**src/rtl/fpu_mult_issue.sv**
```systemverilog
// rtl/fpu_mult_issue.sv - operand FIFO, single-outstanding issue FSM and result capture
// for the 5-cycle FP16 multiplier, with a watchdog on lost results.
module fpu_mult_issue #(
  parameter int DEPTH   = 2,
  parameter int TIMEOUT = 15
) (
  input  logic        clk,
  input  logic        rst,
  input  logic        in_valid,
  output logic        in_ready,
  input  logic [15:0] in_a,
  input  logic [15:0] in_b,
  input  logic        flush,
  output logic        mul_valid_in,
  output logic [15:0] mul_a,
  output logic [15:0] mul_b,
  input  logic        mul_valid_out,
  input  logic [15:0] mul_result,
  output logic        out_valid,
  input  logic        out_ready,
  output logic [15:0] out_result,
  output logic        busy,
  output logic        timeout_err
);
  localparam int AW = $clog2(DEPTH);
  localparam int CW = $clog2(DEPTH + 1);
  localparam logic [CW-1:0] DEPTH_C   = CW'(DEPTH);
  localparam logic [7:0]    TIMEOUT_C = 8'(TIMEOUT);

  typedef enum logic {IDLE = 1'b0, WAIT = 1'b1} state_t;

  state_t        state_q, state_d;
  logic [31:0]   mem_q [DEPTH];
  logic [31:0]   mem_d [DEPTH];
  logic [AW-1:0] wr_ptr_q, wr_ptr_d, rd_ptr_q, rd_ptr_d;
  logic [CW-1:0] count_q, count_d;
  logic [7:0]    wait_cnt_q, wait_cnt_d;
  logic          drop_q, drop_d;
  logic          out_valid_q, out_valid_d;
  logic [15:0]   out_result_q, out_result_d;
  logic          timeout_err_q, timeout_err_d;

  logic slot_free, issue, push;

  assign slot_free    = !out_valid_q || out_ready;
  assign in_ready     = (count_q != DEPTH_C);
  assign push         = in_valid && in_ready && !flush;
  assign issue        = (state_q == IDLE) && (count_q != '0) && slot_free && !flush;
  assign mul_valid_in = issue;
  assign mul_a        = mem_q[rd_ptr_q][31:16];
  assign mul_b        = mem_q[rd_ptr_q][15:0];
  assign out_valid    = out_valid_q;
  assign out_result   = out_result_q;
  assign busy         = (state_q == WAIT);
  assign timeout_err  = timeout_err_q;

  always_comb begin
    state_d       = state_q;
    mem_d         = mem_q;
    wr_ptr_d      = wr_ptr_q;
    rd_ptr_d      = rd_ptr_q;
    count_d       = count_q;
    wait_cnt_d    = wait_cnt_q;
    drop_d        = drop_q;
    out_valid_d   = out_valid_q;
    out_result_d  = out_result_q;
    timeout_err_d = timeout_err_q;

    if (push) begin
      mem_d[wr_ptr_q] = {in_a, in_b};
      wr_ptr_d        = wr_ptr_q + AW'(1);
    end
    if (issue) begin
      rd_ptr_d = rd_ptr_q + AW'(1);
    end
    if (push && !issue) begin
      count_d = count_q + CW'(1);
    end else if (!push && issue) begin
      count_d = count_q - CW'(1);
    end

    if (out_valid_q && out_ready) begin
      out_valid_d = 1'b0;
    end

    case (state_q)
      IDLE: begin
        if (issue) begin
          state_d    = WAIT;
          wait_cnt_d = '0;
        end
      end
      WAIT: begin
        if (wait_cnt_q != 8'hFF) begin
          wait_cnt_d = wait_cnt_q + 8'd1;
        end
        if (mul_valid_out) begin
          if (!drop_q && !flush) begin
            out_valid_d  = 1'b1;
            out_result_d = mul_result;
          end
          drop_d  = 1'b0;
          state_d = IDLE;
        end else if (wait_cnt_q == TIMEOUT_C) begin
          timeout_err_d = 1'b1;
          drop_d        = 1'b0;
          state_d       = IDLE;
        end else if (flush) begin
          // Result still in flight: remember to discard it when it lands.
          drop_d = 1'b1;
        end
      end
      default: state_d = IDLE;
    endcase

    if (flush) begin
      wr_ptr_d    = rd_ptr_q;
      count_d     = '0;
      out_valid_d = 1'b0;
    end
  end

  always_ff @(posedge clk or posedge rst) begin
    if (rst) begin
      state_q       <= IDLE;
      mem_q         <= '{default: '0};
      wr_ptr_q      <= '0;
      rd_ptr_q      <= '0;
      count_q       <= '0;
      wait_cnt_q    <= '0;
      drop_q        <= 1'b0;
      out_valid_q   <= 1'b0;
      out_result_q  <= '0;
      timeout_err_q <= 1'b0;
    end else begin
      state_q       <= state_d;
      mem_q         <= mem_d;
      wr_ptr_q      <= wr_ptr_d;
      rd_ptr_q      <= rd_ptr_d;
      count_q       <= count_d;
      wait_cnt_q    <= wait_cnt_d;
      drop_q        <= drop_d;
      out_valid_q   <= out_valid_d;
      out_result_q  <= out_result_d;
      timeout_err_q <= timeout_err_d;
    end
  end
endmodule

```
**config.mk**
```make
export PLATFORM = sky130hd
export DESIGN_NAME = fpu_mult_issue
export DESIGN_NICKNAME = d
export VERILOG_FILES = /design/src/rtl/fpu_mult_issue.sv
export SDC_FILE = /design/constraint.sdc
export NUM_CORES = 1
export LEC_CHECK = 0
export ABC_AREA = 1
export BUFFER_PORTS_ARGS = -buffer_cell sky130_fd_sc_hd__buf_2
export CAP_MARGIN = 20
export CORE_ASPECT_RATIO = 1.2
export CORE_MARGIN = 3
export CORE_UTILIZATION = 40
export CTS_CLUSTER_DIAMETER = 60
export DETAILED_ROUTE_END_ITERATION = 10
export SKIP_LAST_GASP = 1
export SLEW_MARGIN = 20
export SYNTH_ARGS = -nofsm -noshare
export SYNTH_HDL_FRONTEND = slang
export SYNTH_SLANG_ARGS = --single-unit
```
**constraint.sdc**
```tcl
create_clock -name clk -period 8.1 [get_ports clk]
set_input_delay 0.81 -clock clk [delete_from_list [all_inputs] [get_ports clk]]
set_output_delay 0.81 -clock clk [all_outputs]
set_load 0.02 [all_outputs]
```
==> summary.json, run 1 <==
{
  "maximum_clock_insertion_buffer_count": {"value": 2},
  "syn_nets": {"value": 558},
  "drt_first_pass_iters": {"value": 4},
  "via_count": {"value": 3521},
  "synthesis.yosys.warnings": {"value": 0},
  "power.static_leakage": {"value": 0.002922, "unit": "uW"},
  "final.min_clock_period": {"value": 2.705, "unit": "ns"},
  "grt_pass1_wl": {"value": 15.79, "unit": "mm"},
  "worstPathCellList": {"value": "buf_4 > inv_2 > nand2_1 > nand2_1 > buf_2"},
  "clock_tree_from_tritoncts": {"value": "done"},
  "die_height": {"value": 121.2, "unit": "um"},
  "cts_num_sinks": {"value": 96},
  "timing.hold.ws": {"value": 0.4192, "unit": "ns"},
  "timing.critical_path.fanout_max": {"value": 34},
  "internal_power": {"value": 1349, "unit": "uW"},
  "detail_routed_via_count_per_cell": {"value": 4.797},
  "synth_seq_cells": {"value": 96},
  "synth.distinct_cells": {"value": 28},
  "drive_gt1_share": {"value": 28.93, "unit": "%"},
  "hold_class": {"value": "primary input to async pin"},
  "peakVddDrop": {"value": 0.0002237, "unit": "V"},
  "post_cts_hold_buffer_count": {"value": 0},
  "setup_viol": {"value": 0},
  "grt_start_max_net_pins": {"value": 76},
  "path_delay_family": {"value": "buffers and inverters"},
  "synth_most_common_cell": {"value": "nand2_1"},
  "floorplan.die_area": {"value": 12360, "unit": "um^2"},
  "synth_top_area_share": {"value": 54.31, "unit": "%"},
  "final_count_of_pins_violating_max_slew": {"value": 0},
  "post_synth_mux_area_share": {"value": 4.243, "unit": "%"},
  "routed_wl": {"value": 9.353, "unit": "mm"},
  "antenna_found_initial": {"value": 0},
  "vias_in_the_first_global_route": {"value": 3394},
  "reg2reg_from": {"value": "count_q[0]"},
  "startpoint_type": {"value": "register"},
  "route.detailed.wl_per_inst": {"value": 12.74, "unit": "um"},
  "pwr-share-comb": {"value": 40.9, "unit": "%"},
  "cts_max_level": {"value": 3},
  "gr-usage-all-layers": {"value": 15.80, "unit": "%"},
  "power.switching": {"value": 894.7, "unit": "uW"},
  "crit_path_end_kind": {"value": "output port"},
  "grt.met1_usage": {"value": 21.71, "unit": "%"},
  "clockPowerShare": {"value": 21.9, "unit": "%"},
  "rsz0062_at_grt": {"value": "false"},
  "library_cell_contributing_the_largest_single_delay_on_the_critical_path": {"value": "inv_2"},
  "floorplan.initialDensity": {"value": 41.45, "unit": "%"},
  "reg2reg_setup_slack": {"value": 6.34, "unit": "ns"},
  "critical_path_arrival": {"value": 1.90, "unit": "ns"},
  "clock_insertion_delay_worst_skew": {"value": 0.33, "unit": "ns"},
  "avgSynthCellArea": {"value": 8.793, "unit": "um^2"},
  "final_antenna_net_count": {"value": 0},
  "areaGrowthSynthToFinish": {"value": 20.68, "unit": "%"},
  "achievable_frequency": {"value": 369.7, "unit": "MHz"},
  "synth_top_family_by_area": {"value": "simple AND/OR/NAND/NOR gates"},
  "power.share.switching": {"value": 39.88, "unit": "%"},
  "core": {"value": 10670, "unit": "um^2"},
  "run_status": {"value": "finished, final reports clean"},
  "cts.root.buffer_cell": {"value": "clkbuf_16"},
  "grt.busiest_layer": {"value": "met2"},
  "setup_total_negative_slack": {"value": 0, "unit": "ns"},
  "drt_drc_violations_left": {"value": 0},
  "crit_buf_inv": {"value": 3},
  "io_buffer_count": {"value": 106},
  "die_width": {"value": 102.0, "unit": "um"},
  "netlist_area": {"value": 4423, "unit": "um^2"},
  "yosysSeqAreaShare": {"value": 54.31, "unit": "%"},
  "synthXorXnorAreaFrac": {"value": 0.3960, "unit": "%"},
  "finalCritPeriodShare": {"value": 33.40, "unit": "%"},
  "ioPinCount": {"value": 107},
  "hold_violations": {"value": 0},
  "nets": {"value": 655},
  "global_route.usage.met2": {"value": 24.55, "unit": "%"},
  "tightestPinTransition": {"value": 0.9552, "unit": "ns"},
  "worst_setup_hold_path_clk_slew": {"value": 0.06, "unit": "ns"},
  "postSynth.asyncResetShare": {"value": 100.0, "unit": "%"},
  "drt_iter0_drc": {"value": 168},
  "num_cts_buffers": {"value": 9},
  "place.gp.congestion": {"value": 0.8588},
  "netlist_top_cells_area": {"value": "dfrtp_1 (54%), nand2_1 (17%), o21ai_2 (4.4%)"},
  "worst_reg2reg_path_depth": {"value": 7},
  "hpwl": {"value": 6.320, "unit": "mm"},
  "post_cts.repair.setup_buffers": {"value": 0},
  "synth.top_cells.by_count": {"value": "nand2_1 (198), dfrtp_1 (96), inv_1 (47)"},
  "timing.critical_path.mode_cell": {"value": "nand2_1"},
  "grt-ovfl-total": {"value": 0},
  "synth_compound_area_share": {"value": 10.72, "unit": "%"},
  "worst_path_largest_cell_delay": {"value": 0.53, "unit": "ns"},
  "gr-usage-met3": {"value": 3.738, "unit": "%"},
  "synthesis.instances": {"value": 503},
  "ws_path_type": {"value": "register to output port"},
  "num_rows": {"value": 41},
  "cts_resized": {"value": 0},
  "antenna-diode-count": {"value": 0},
  "synth-edff-count": {"value": 0},
  "final.setup_skew": {"value": 0.008753, "unit": "ns"},
  "r2r_end": {"value": "wr_ptr_q"},
  "power.density_cell_area": {"value": 420.3, "unit": "nW/um^2"},
  "synthAdderAreaFrac": {"value": 0.2829, "unit": "%"},
  "power.sequential.fraction": {"value": 37.3, "unit": "%"},
  "postSynth.topFlopCell": {"value": "dfrtp_1"},
  "maxCapViolations": {"value": 0},
  "relSlewSlack": {"value": 36.32, "unit": "%"},
  "cp.required": {"value": 7.29, "unit": "ns"},
  "synth_simple_gate_area_share": {"value": 22.32, "unit": "%"},
  "yosysTopAreaCell": {"value": "dfrtp_1"}
}
[stage by stage]
step / util, % / cell area, um^2 / total power [uW] / setup WS (ns) / std cells
after floorplan: - / 4423 / 1491 / 4.785 / 503
after global placement: 46.69 / 4982 / 1756 / 5.128 / 718
after detailed placement: 46.69 / 4982 / 1776 / 5.079 / 718
after CTS: 50.02 / 5338 / 2276 / 4.706 / 734
after global routing: 50.02 / 5338 / 2422 / 5.240 / 734
final: 50.02 / 5338 / 2244 / 5.395 / 734
[final cells by class]
cell class / count / area (um^2)
clock buffers: 11 / 252.7
clock inverters: 5 / 102.6
fillers: 1030 / 5333
inverters: 49 / 186.4
multi-input cells: 335 / 1679
flip-flops and latches: 96 / 2402
well taps: 129 / 161.4
repair buffers: 109 / 553.0
[routing by layer]
| layer | share of wire (%) | up-vias |
|---|---|---|
| li1 | - | 1768 |
| met1 | 46 | 1647 |
| met2 | 48 | 96 |
| met3 | 5.2 | 10 |
| met4 | 1.4 | 0 |
| met5 | 0 | - |
[kinds of logic (layout without fill, tap and decap cells)]
| logic type | Yosys count | in the layout |
|---|---|---|
| adder cells (fa/ha/maj) | 1 | 1 |
| AND/OR/NAND/NOR | 239 | 239 |
| multiplexers | 16 | 16 |
| flip-flops | 96 | 96 |
| buffers and inverters | 72 | 174 |
| AO/OA/AOI/OAI | 77 | 77 |
| XOR/XNOR | 2 | 2 |
[sequential cells by signal, indices dropped and copies added (netlist names)]
| signal | cells |
|---|---|
| busy | 1 |
| drop_q | 1 |
| timeout_err | 1 |
| out_result | 16 |
| mem_q | 64 |
| count_q | 2 |
| rd_ptr_q | 1 |
| out_valid | 1 |
| wait_cnt_q | 8 |
| wr_ptr_q | 1 |
[power by group through the flow]
stage	clock network [uW]	logic [uW]	registers (uW)
5_1_grt	524	1030	864
3_3_place_gp	0	918	838
2_1_floorplan	0	625	866
4_1_cts	504	936	836
3_5_place_dp	0	934	842
6_report	490	917	836
[cells in the final DEF, fill, tap and decap left out, drive strengths merged]
master    netlist  routed
nand2         202     202
xor2            2       2
clkinvlp        0       1
bufinv          0       3
a21o            1       1
dfrtp          96      96
or2             1       1
a21oi           5       5
inv            48      49
nand4           4       4
nand3          13      13
buf            15     109
nor2           19      19
ha              1       1
o21ai          71      71
mux2           16      16
clkinv          1       1
clkbuf          8      11
[worst max-delay path by stage]
stage	startpoint	end	slack, ns	cells past startpoint
global route	rd_ptr_q	mul_b[13]	5.24	5
detailed placement	rd_ptr_q	mul_a[12]	5.08	5
CTS	rd_ptr_q	mul_a[12]	4.71	5
global placement	rd_ptr_q	mul_b[12]	5.13	5
floorplan	rst	busy	4.78	1
finish	rd_ptr_q	mul_a[12]	5.39	5
No activity file was read; power rests on OpenSTA's default activity.
==> run 2: changes to the inputs <==
- clock period: 8.1 -> 2.46 ns (I/O delays scaled with it)
==> summary.json, run 2 (synthesis gave the netlist of run 1 again) <==
{
  "run_status": {"value": "finished, final reports clean"},
  "layout_common_cells": {"value": "nand2_1 (198), buf_2 (106), dfrtp_1 (96), inv_1 (46), o21ai_0 (28)"},
  "cts_max_level": {"value": 3},
  "timing.hold.ws": {"value": 0.03128, "unit": "ns"},
  "gr-usage-all-layers": {"value": 16.35, "unit": "%"},
  "crit_path_end_kind": {"value": "output port"},
  "drt_drc_violations_left": {"value": 0},
  "antenna-diode-count": {"value": 0},
  "reg2reg_from": {"value": "busy"},
  "drive_gt1_share": {"value": 28.83, "unit": "%"},
  "floorplan.die_area": {"value": 12360, "unit": "um^2"},
  "max_flop_register": {"value": "mem_q"},
  "power": {"value": 7385, "unit": "uW"},
  "worst_setup_hold_path_clk_slew": {"value": 0.06, "unit": "ns"},
  "maximum_clock_insertion_buffer_count": {"value": 2},
  "nets": {"value": 657},
  "setup_viol": {"value": 0},
  "grt_start_max_net_pins": {"value": 97},
  "peakVddDrop": {"value": 0.0006836, "unit": "V"},
  "core": {"value": 10670, "unit": "um^2"},
  "final.min_clock_period": {"value": 1.805, "unit": "ns"},
  "die_width": {"value": 102.0, "unit": "um"},
  "library_cell_contributing_the_largest_single_delay_on_the_critical_path": {"value": "dfrtp_1"},
  "cts.root.buffer_cell": {"value": "clkbuf_16"},
  "grt_pass1_wl": {"value": 16.09, "unit": "mm"},
  "hpwl": {"value": 6.319, "unit": "mm"},
  "maxCapViolations": {"value": 0},
  "timing.critical_path.mode_cell": {"value": "nor2_1"},
  "worstSetupStartpoint": {"value": "busy"},
  "clock_insertion_delay_worst_skew": {"value": 0.34, "unit": "ns"},
  "critical_path_arrival": {"value": 1.56, "unit": "ns"},
  "hold_class": {"value": "primary input to async pin"},
  "detailed_place.area": {"value": 5011, "unit": "um^2"},
  "io_buffer_count": {"value": 106},
  "area_used_by_multi_input_combinational_logic": {"value": 1679, "unit": "um^2"},
  "seq_area": {"value": 2402, "unit": "um^2"},
  "routed_wl": {"value": 9.565, "unit": "mm"},
  "drt_iter0_drc": {"value": 207},
  "fillers": {"value": 1023},
  "hold_violations": {"value": 0},
  "power.static_leakage": {"value": 0.002919, "unit": "uW"},
  "timing.critical_path.fanout_max": {"value": 14},
  "cts_num_sinks": {"value": 96},
  "relSlewSlack": {"value": 58.19, "unit": "%"},
  "place.gp.congestion": {"value": 0.8348},
  "cts_resized": {"value": 0},
  "final_count_of_pins_violating_max_slew": {"value": 0},
  "via_count": {"value": 3533},
  "setup.worst_path.end": {"value": "mul_valid_in"},
  "floorplan.initialDensity": {"value": 41.45, "unit": "%"},
  "rsz0062_at_grt": {"value": "false"},
  "ioPinCount": {"value": 107},
  "worst_reg2reg_path_depth": {"value": 8},
  "detail_routed_via_count_per_cell": {"value": 4.800},
  "number_of_flip_flops_under_the_largest_register_name": {"value": 64},
  "final_antenna_net_count": {"value": 0},
  "clock_tree_from_tritoncts": {"value": "done"},
  "post_cts_hold_buffer_count": {"value": 0},
  "reg2reg_setup_slack": {"value": 0.90, "unit": "ns"},
  "vias_in_the_first_global_route": {"value": 3507},
  "worstPathCellList": {"value": "nor2_1 > nand2_1 > nor2_1 > buf_2"},
  "num_cts_buffers": {"value": 9},
  "final.setup_skew": {"value": 0.006964, "unit": "ns"},
  "tightestPinTransition": {"value": 0.6271, "unit": "ns"},
  "finalCritPeriodShare": {"value": 73.39, "unit": "%"},
  "achievable_frequency": {"value": 553.9, "unit": "MHz"},
  "mostFrequentLayoutCell": {"value": "nand2_1"},
  "cp.required": {"value": 2.21, "unit": "ns"},
  "areaGrowthSynthToFinish": {"value": 20.91, "unit": "%"},
  "post_cts.repair.setup_buffers": {"value": 0},
  "route.detailed.wl_per_inst": {"value": 13.00, "unit": "um"},
  "die_height": {"value": 121.2, "unit": "um"},
  "startpoint_type": {"value": "register"},
  "post-route-cell-area": {"value": 5348, "unit": "um^2"},
  "num_rows": {"value": 41},
  "setup_total_negative_slack": {"value": 0, "unit": "ns"},
  "worst_path_largest_cell_delay": {"value": 0.58, "unit": "ns"},
  "drt_first_pass_iters": {"value": 4},
  "power.density_cell_area": {"value": 1381, "unit": "nW/um^2"},
  "grt-ovfl-total": {"value": 0},
  "ws_path_type": {"value": "register to output port"},
  "antenna_found_initial": {"value": 0},
  "r2r_end": {"value": "count_q[1]"}
}
-- run 2: critical path: cells and delay by family (launching register included) --
| family | cells | cell delay [ns] |
|---|---|---|
| AND/OR/NAND/NOR | 3 | 0.44 |
| flip-flops | 1 | 0.58 |
| buffers and inverters | 1 | 0.21 |
-- run 2: per-stage QoR --
stage / worst slack, ns / instances / util [%]
5_1_grt: 0.5129 / 736 / 50.12
6_report: 0.6547 / 736 / 50.12
3_5_place_dp: 0.8983 / 720 / 46.96
2_1_floorplan: 1.063 / 503 / -
4_1_cts: 0.6423 / 736 / 50.12
3_3_place_gp: 0.9530 / 720 / 46.96
-- run 2: final cells by class --
class	count	share of cell area (%)
inverters	49	3.510
repair buffers	111	10.86
multi-input cells	335	31.40
well taps	129	3.018
clock buffers	10	4.282
clock inverters	6	2.012
flip-flops and latches	96	44.92
-- run 2: worst min path at each step --
stage | from | to | cells after the start
3_5_place_dp | timeout_err | timeout_err | 1
3_3_place_gp | rst | wait_cnt_q[2] | 3
2_1_floorplan | in_a[11] | mem_q[27] | 2
5_1_grt | rst | mem_q[53] | 3
4_1_cts | rst | mem_q[53] | 3
6_report | rst | mem_q[53] | 3
-- run 2: report_power, final --
group,switching [uW],internal [uW]
Sequential,431,2310
Clock,589,990
Combinational,1970,1090
Total,2990,4400
-- run 2: layer usage --
layer  up-vias  global-route usage [%]  routed length (um)
met3         6                   3.508                 411
li1       1776                       -                   -
met1      1680                   21.32                4437
met4         0                   5.414                  78
met5         -                       0                   0
met2        71                   26.91                4637
